<file path="src/rtl/serial_addsub.sv">
`default_nettype none
// ============================================================================
// Module      : serial_addsub
// Description : Bit-serial unsigned adder/subtractor. A single full-adder /
//               full-subtractor cell and a carry/borrow flop process WIDTH-bit
//               operands LSB first, one bit per clock, behind a
//               start/busy/done handshake. Result and carry-out are
//               registered and held until the next completion.
// Ports       : clk     - clock, rising edge
//               rst     - synchronous reset, active-high
//               start   - request, sampled only in IDLE or DONE
//               mode    - 0 = add (a+b), 1 = subtract (a-b), latched on start
//               a, b    - WIDTH-bit operands, latched on start
//               busy    - high while bits are being processed
//               done    - one-cycle pulse, result/cout valid
//               result  - sum or difference (modulo 2^WIDTH)
//               cout    - add: carry-out, sub: borrow-out (a < b)
// Config      : SERIAL_ADDSUB_SAT_EN - when defined, the result saturates on
//               completion (add overflow -> all ones, sub borrow -> zero);
//               cout still reports the raw carry/borrow.
// Revision    : 1.0 - initial release
// ============================================================================
module serial_addsub #(
  parameter int WIDTH = 8
) (
  input  logic             clk,
  input  logic             rst,
  input  logic             start,
  input  logic             mode,
  input  logic [WIDTH-1:0] a,
  input  logic [WIDTH-1:0] b,
  output logic             busy,
  output logic             done,
  output logic [WIDTH-1:0] result,
  output logic             cout
);

  localparam int CW = $clog2(WIDTH);
  localparam logic [CW-1:0] C_LAST_BIT = CW'(WIDTH - 1);

  typedef enum logic [1:0] {
    ST_IDLE  = 2'd0,
    ST_SHIFT = 2'd1,
    ST_DONE  = 2'd2
  } state_t;

  state_t           state_q, state_d;
  logic [WIDTH-1:0] a_q, a_d;
  logic [WIDTH-1:0] b_q, b_d;
  logic             mode_q, mode_d;
  logic [WIDTH-1:0] sh_q, sh_d;
  logic [CW-1:0]    cnt_q, cnt_d;
  logic             carry_q, carry_d;
  logic [WIDTH-1:0] result_q, result_d;
  logic             cout_q, cout_d;

  // Operands are shifted right each bit, so the cell always looks at bit 0.
  logic             ai;
  logic             bi;
  logic             sum_bit;
  logic             carry_nx;
  logic [WIDTH-1:0] sh_next;
  logic [WIDTH-1:0] res_final;

  assign ai      = a_q[0];
  assign bi      = b_q[0];
  // Sum and difference bits share the same XOR; only the carry/borrow differs.
  assign sum_bit = ai ^ bi ^ carry_q;
  assign carry_nx = mode_q ? ((~ai & bi) | (carry_q & ~(ai ^ bi)))
                           : (( ai & bi) | (carry_q &  (ai ^ bi)));
  // New bit enters at the MSB; after WIDTH shifts bit 0 sits at the LSB.
  assign sh_next = {sum_bit, sh_q[WIDTH-1:1]};

`ifdef SERIAL_ADDSUB_SAT_EN
  always_comb begin
    res_final = sh_next;
    if (carry_nx) begin
      res_final = mode_q ? '0 : '1;
    end
  end
`else
  assign res_final = sh_next;
`endif

  always_comb begin
    state_d  = state_q;
    a_d      = a_q;
    b_d      = b_q;
    mode_d   = mode_q;
    sh_d     = sh_q;
    cnt_d    = cnt_q;
    carry_d  = carry_q;
    result_d = result_q;
    cout_d   = cout_q;

    unique case (state_q)
      ST_IDLE, ST_DONE: begin
        state_d = ST_IDLE;
        if (start) begin
          state_d = ST_SHIFT;
          a_d     = a;
          b_d     = b;
          mode_d  = mode;
          carry_d = 1'b0;
          cnt_d   = '0;
        end
      end
      ST_SHIFT: begin
        a_d     = a_q >> 1;
        b_d     = b_q >> 1;
        sh_d    = sh_next;
        carry_d = carry_nx;
        if (cnt_q == C_LAST_BIT) begin
          state_d  = ST_DONE;
          result_d = res_final;
          cout_d   = carry_nx;
          cnt_d    = '0;
        end else begin
          cnt_d = cnt_q + CW'(1);
        end
      end
      default: state_d = ST_IDLE;
    endcase
  end

  always_ff @(posedge clk) begin
    if (rst) begin
      state_q  <= ST_IDLE;
      a_q      <= '0;
      b_q      <= '0;
      mode_q   <= 1'b0;
      sh_q     <= '0;
      cnt_q    <= '0;
      carry_q  <= 1'b0;
      result_q <= '0;
      cout_q   <= 1'b0;
    end else begin
      state_q  <= state_d;
      a_q      <= a_d;
      b_q      <= b_d;
      mode_q   <= mode_d;
      sh_q     <= sh_d;
      cnt_q    <= cnt_d;
      carry_q  <= carry_d;
      result_q <= result_d;
      cout_q   <= cout_d;
    end
  end

  assign busy   = (state_q == ST_SHIFT);
  assign done   = (state_q == ST_DONE);
  assign result = result_q;
  assign cout   = cout_q;

endmodule
`default_nettype wire

</file>
<file path="config.mk">
export PLATFORM = sky130hd
export DESIGN_NAME = serial_addsub
export DESIGN_NICKNAME = d
export VERILOG_FILES = /design/src/rtl/serial_addsub.sv
export SDC_FILE = /design/constraint.sdc
export NUM_CORES = 1
export LEC_CHECK = 0
export ABC_AREA = 1
export CORE_ASPECT_RATIO = 0.5
export CORE_UTILIZATION = 44
export CTS_BUF_LIST = sky130_fd_sc_hd__clkbuf_2
export CTS_CLUSTER_SIZE = 8
export DETAILED_ROUTE_END_ITERATION = 16
export PLACE_DENSITY = 0.7
export SLEW_MARGIN = 15
export SYNTH_ARGS = -nofsm -noshare
export SYNTH_HDL_FRONTEND = slang
export SYNTH_SLANG_ARGS = --single-unit
</file>
<file path="constraint.sdc">
create_clock -name clk -period 1.4 [get_ports clk]
set_input_delay 0.21 -clock clk [delete_from_list [all_inputs] [get_ports clk]]
set_output_delay 0.21 -clock clk [all_outputs]
set_load 0.05 [all_outputs]
</file>
==> results of run 1 <==
-- stage by stage --
stage / cell area, um2 / instances / hold WS [ns]
final: 2462 / 352 / 0.3427
after global routing: 2462 / 352 / 0.3054
after CTS: 2451 / 352 / 0.3136
after detailed placement: 2335 / 341 / 0.4517
after global placement: 2335 / 341 / 0.4514
after floorplan: 1871 / 259 / 0.2791
-- worst max-delay path: stages, from the launching register on --
cell	delay [ns]
dfxtp_4	0.41
buf_6	0.14
nor2_4	0.09
buf_8	0.15
-- Yosys cell counts --
| library cell | number | area [um2] |
|---|---|---|
| dfxtp_1 | 39 | 780.8 |
| buf_6 | 6 | 67.56 |
| nor2_1 | 26 | 97.59 |
| inv_2 | 2 | 7.510 |
| nor2_4 | 1 | 11.26 |
| buf_2 | 5 | 25.02 |
| nor3_2 | 5 | 50.05 |
| nand3_1 | 45 | 225.2 |
| fa_1 | 2 | 40.04 |
| nand2_1 | 44 | 165.2 |
| clkbuf_1 | 3 | 11.26 |
| inv_1 | 37 | 138.9 |
| nand3b_1 | 1 | 7.510 |
| nor3_1 | 9 | 45.04 |
| ha_1 | 2 | 25.02 |
| a21oi_1 | 16 | 80.08 |
| nand2_2 | 1 | 6.260 |
| inv_4 | 1 | 6.260 |
| o21ai_0 | 11 | 55.05 |
| buf_4 | 3 | 22.52 |
-- final cells by class --
cell class,count,area (um2)
clock buffers,5,25.02
clock inverters,3,47.55
fillers,348,1521
inverters,40,155.1
multi-input cells,163,818.3
flip-flops and latches,39,788.3
well taps,54,67.56
repair buffers,48,560.5
-- sequential cells by signal, indices dropped and copies added (netlist names) --
| signal | cells |
|---|---|
| cnt_q | 3 |
| cout | 1 |
| a_q | 8 |
| state_q | 2 |
| result | 8 |
| b_q | 8 |
| sh_q | 7 |
| carry_q | 1 |
| mode_q | 1 |
-- worst paths after layout --
check / slack, ns / endpoint / startpoint
setup / recovery: -0.005 / done / state_q[0]
hold / removal: 0.34 / b_q[7] / b[7]
setup reg to reg: 0.06 / result[7] / b_q[0]
hold reg to reg: 0.47 / sh_q[3] / sh_q[3]
-- what timing repair did --
action,CTS,global route
pin swaps,1,2
gates cloned,0,0
buffers inserted,3,0
endpoints found under the setup margin,2,11
hold buffers,0,0
resized for setup,7,5
-- cell families after synthesis --
logic type	Yosys count	share of synthesized area [%]
flip-flops	39	41.80
AO/OA/AOI/OAI	27	7.234
adder cells (fa/ha/maj)	4	3.483
AND/OR/NAND/NOR	132	32.55
buffers and inverters	57	14.94
-- layer usage --
metal | part of all wire (%) | GRT usage [%] | wire (um) | vias to the layer above
li1 | - | - | - | 889
met4 | 0.41 | 4.615 | 16 | 0
met1 | 49 | 23.43 | 1909 | 756
met5 | 0 | 0 | 0 | -
met2 | 47 | 33.48 | 1813 | 32
met3 | 3.9 | 4.286 | 151 | 3
-- power by group through the flow --
stage	combinational, mW	sequential (mW)	clock (mW)
final	0.467	1.22	0.738
after global routing	0.529	1.23	0.802
after CTS	0.468	1.22	0.755
after detailed placement	0.450	1.25	0
after global placement	0.441	1.24	0
after floorplan	0.324	1.24	0
==> results.cfg, run 1 <==
[outcome]
run_status = finished, violations left
violations_in_the_final_reports = setup timing

[floorplanning]
die-area_um2 = 4526
chipWidth_um = 94.15
pin_count = 31
rows = 16
die_h_um = 48.08
core-area_um2 = 3984
floorplan.initialDensity_pct = 46.89

[cells_and_area]
syn_to_final_growth_pct = 31.82
fin_util_pct = 61.81
layout_common_cells = 45 x nand3_1, 43 x nand2_1, 37 x inv_1, 37 x dfxtp_1, 25 x nor2_1
insertedDiodeCount = 0
share_of_final_layout_standard_cells_stronger_than_drive_strength_1_pct = 17.11
mostFrequentLayoutCell = nand3_1
nets = 321

[synthesis]
post_synth_num_cell_types = 20
synth.ff_latch_count = 39
avgSynthCellArea_um2 = 7.213
ys_seq_area_share_pct = 41.80
ys.warnings.count = 0
synth_cells = 259
post_synth_instance_area_um2 = 1868
synth_nets = 283

[clock_network]
worstSkewPairLatency_ns = 0.40
cts_htree_levels = 2
clock_path_buffers = 2
numClockSinks = 39
path_clk_slew_ns = 0.22
cts_inserted_buffers = 5
root_buffer = clkbuf_2
cts_tree = done

[place]
gp_congestion = 0.7767
io_buffers = 30
preCtsSetupSlack_ns = 0.06128
place_hpwl_um = 2742

[sta]
final.setup.worst_slack_ns = -0.004909
min_period_ns = 1.405
final_skew_ns = 0.01651
period_share_pct = 100.4
rsz0062_at_grt = yes
maxSlewHeadroom_pct = 84.38
max_freq_ghz = 0.7118
worst_slew_pin_slew_ns = 0.2344
setup-tns-final_ns = -0.007010
setup_viol = 2
slew_violations = 0
hold_violations = 0

[global_routing]
grt_pass1_wl_um = 6368
number_of_global_route_vias_before_repair = 1439
global_route_usage_sum_pct = 18.60
grt_remaining_overflow = 0
grt_start_max_net_pins = 23
initial_antenna_violation_count = 0

[detailed_routing]
total_wire_length_um = 3890
antenna_violating_nets_post_route = 0
drc = 0
via_per_inst = 4.773
detailedRoute.firstPassIterationCount = 4
dr_total_vias = 1680
detailedRoute.firstIterationViolations = 60
wire_per_inst_um = 11.05

[power_and_ir_drop]
p_sw_uw = 712.8
power.ir.vdd_worst_mv = 0.4843
design_power_total_mw = 2.427
clock_power_share_pct = 30.4
proportion_of_power_drawn_by_flip_flops_and_latches_pct = 50.4
intPower_mw = 1.714
combinationalPowerShare_pct = 19.2
power.static_leakage_nw = 1.105
sw_frac_of_total_pct = 29.37
power_per_cell_area_nw_per_um2 = 985.7

[worst_hold_path]
hp-class = input pin to flop
timing.hold.worst_path_depth = 3

[critical_path]
critical_path_required_ns = 1.19
critical_path.endpoint_type = output pin
critical_path.startpoint_type = flop
worstSetupPathType = flop to output pin
critical_path_arrival_ns = 1.19
worst-path-max-fanout = 10
worst-r2r-cell-count = 4

[run]
maxCapViolCount = 0
Power figures use the tool's default switching activity.
==> run 2: changes to the inputs <==
Settings changed: PLACE_DENSITY 0.7 to 0.67.
Clock period 1.4 ns to 1.7 ns, I/O delays scaled along.
==> run 2 against run 1 <==
Effect of this change:
- flip-flop and latch count unchanged
- setup slack better by 0.12 ns
- critical path depth unchanged
- via count down 0.30%
- sequential share of layout area up 2.2 points
- routed wire length down 0.15%
- global-route usage down 0.12 points
- first-iteration DRC count up 1.7%
- register-to-register slack better by 0.18 ns
- combinational power down 19%
- hold slack better by 0.065 ns
- sequential power down 17%
- highest routed layer unchanged
- the run now ends clean
==> results.cfg, run 2 (synthesis results as in run 1) <==
[cells_and_area]
share_of_final_layout_standard_cells_stronger_than_drive_strength_1_pct = 14.04
syn_to_final_growth_pct = 22.04
final.fill_count = 397
nets = 316
layout_common_cells = 45 x nand3_1, 44 x nand2_1, 39 x dfxtp_1
stdcell_count = 346
sequential_cell_area_um2 = 780.7
mostFrequentLayoutCell = nand3_1
multiInputGateArea_um2 = 808.3
fin_area_um2 = 2280
insertedDiodeCount = 0

[sta]
finalHoldWorstSlack_ns = 0.4081
hold_violations = 0
final_skew_ns = 0.007802
final.setup.worst_slack_ns = 0.1128
min_period_ns = 1.587
worst_slew_pin_slew_ns = 0.3278
maxSlewHeadroom_pct = 78.09
slew_violations = 0
period_share_pct = 93.36
setup_viol = 0
max_freq_ghz = 0.6301

[critical_path]
r2r-end = result[4]
critical_path_required_ns = 1.44
path_depth = 3
critPathSlowestCell = dfxtp_1
timing.critical_path.max_delay_family = flip-flops
worstPathBufferInverterCount = 2
critical_path.endpoint_type = output pin
r2r_slack_ns = 0.24
critical_path_arrival_ns = 1.33
reg_to_reg_start = cnt_q[0]
worst_path_largest_cell_delay_ns = 0.42
worst-path-max-fanout = 11
worstSetupPathType = flop to output pin
critical_path.startpoint_type = flop
worst-r2r-cell-count = 5
cells_traversed_along_the_worst_timing_path = inv_4 > nor2_4 > buf_12

[run]
maxCapViolCount = 0

[worst_hold_path]
hold_path.startpoint = b[7]
timing.hold.worst_path_depth = 3
hp-class = input pin to flop
min_delay_worst_endpoint = b_q[7]

[place]
preCtsSetupSlack_ns = 0.2512
postPlaceCellArea_um2 = 2180
io_buffers = 30
place_hpwl_um = 2583
placed_cells = 334
gp_congestion = 0.7752

[global_routing]
grt_start_max_net_pins = 39
grt_pass1_wl_um = 6161
global_route_usage_sum_pct = 18.47
number_of_global_route_vias_before_repair = 1353
grt_remaining_overflow = 0
initial_antenna_violation_count = 0

[detailed_routing]
detailedRoute.firstPassIterationCount = 4
wire_per_inst_um = 11.23
total_wire_length_um = 3884
dr_total_vias = 1675
detailedRoute.firstIterationViolations = 61
via_per_inst = 4.841
drc = 0
antenna_violating_nets_post_route = 0

[clock_network]
post_cts_resized = 0
cts_tree = done
worstSkewPairLatency_ns = 0.39
path_clk_slew_ns = 0.20
clock_path_buffers = 2
cts_htree_levels = 2
cts_inserted_buffers = 5
numClockSinks = 39
root_buffer = clkbuf_2

[power_and_ir_drop]
power.static_leakage_nw = 1.047
power_per_cell_area_nw_per_um2 = 847.7
design_power_total_mw = 1.933
power.ir.vdd_worst_mv = 0.3106

[floorplanning]
die-area_um2 = 4526
chipWidth_um = 94.15
floorplan.initialDensity_pct = 46.89
core-area_um2 = 3984
pin_count = 31
die_h_um = 48.08
rows = 16

[outcome]
run_status = complete, no violations
[run 2: power by group]
part | switching, mW | internal (mW) | total (mW) | leakage, nW
sequential | 0.0291 | 0.977 | 1.01 | 0.320
clock | 0.308 | 0.240 | 0.548 | 0.0350
combinational | 0.206 | 0.173 | 0.378 | 0.692
total | 0.543 | 1.39 | 1.93 | 1.05
[run 2: area by class of cell]
cell class | instances | share of cell area [%]
Clock buffer | 5 | 1.098
Sequential cell | 39 | 34.25
Multi-Input combinational cell | 163 | 35.46
Tap cell | 54 | 2.964
Inverter | 40 | 6.696
Clock inverter | 2 | 1.647
Timing Repair Buffer | 43 | 17.89
[run 2: worst max-delay path by stage]
stage	end	startpoint	slack, ns
after floorplan	done	state_q[1]	0.18
after global placement	cout	cnt_q[0]	0.31
after detailed placement	result[4]	cnt_q[0]	0.25
after CTS	busy	state_q[0]	0.02
after global routing	busy	state_q[0]	-0.004
final	busy	state_q[0]	0.11
[run 2: layer usage]
layer  up-vias  wire length (um)  GRT usage, %
met1       763              1941         23.95
met4         0                38         6.769
met2        30              1700         30.14
li1        877                 -             -
met5         -                 0             0
met3         5               204         5.397
[run 2: repair_timing]
item	CTS	global route
hold buffers	0	0
setup buffers	0	5
endpoints found under the setup margin	0	1
[run 2: worst min-delay path, stage by stage]
cell,delay [ns]
clkdlybuf4s50_1,0.40
nand2_1,0.07
a21oi_1,0.05
[run 2: metrics by stage]
stage,util [%],setup TNS [ns]
3_3_place_gp,54.71,0
2_1_floorplan,-,0
4_1_cts,56.28,0
6_report,57.22,0
3_5_place_dp,54.71,0
5_1_grt,57.22,-0.004219
==> run 3: changes to the inputs <==
Settings changed: SKIP_CTS_REPAIR_TIMING set to 1.
==> results of run 3 <==
Same layout as run 2: the final DEF is identical, and so are final timing and power.
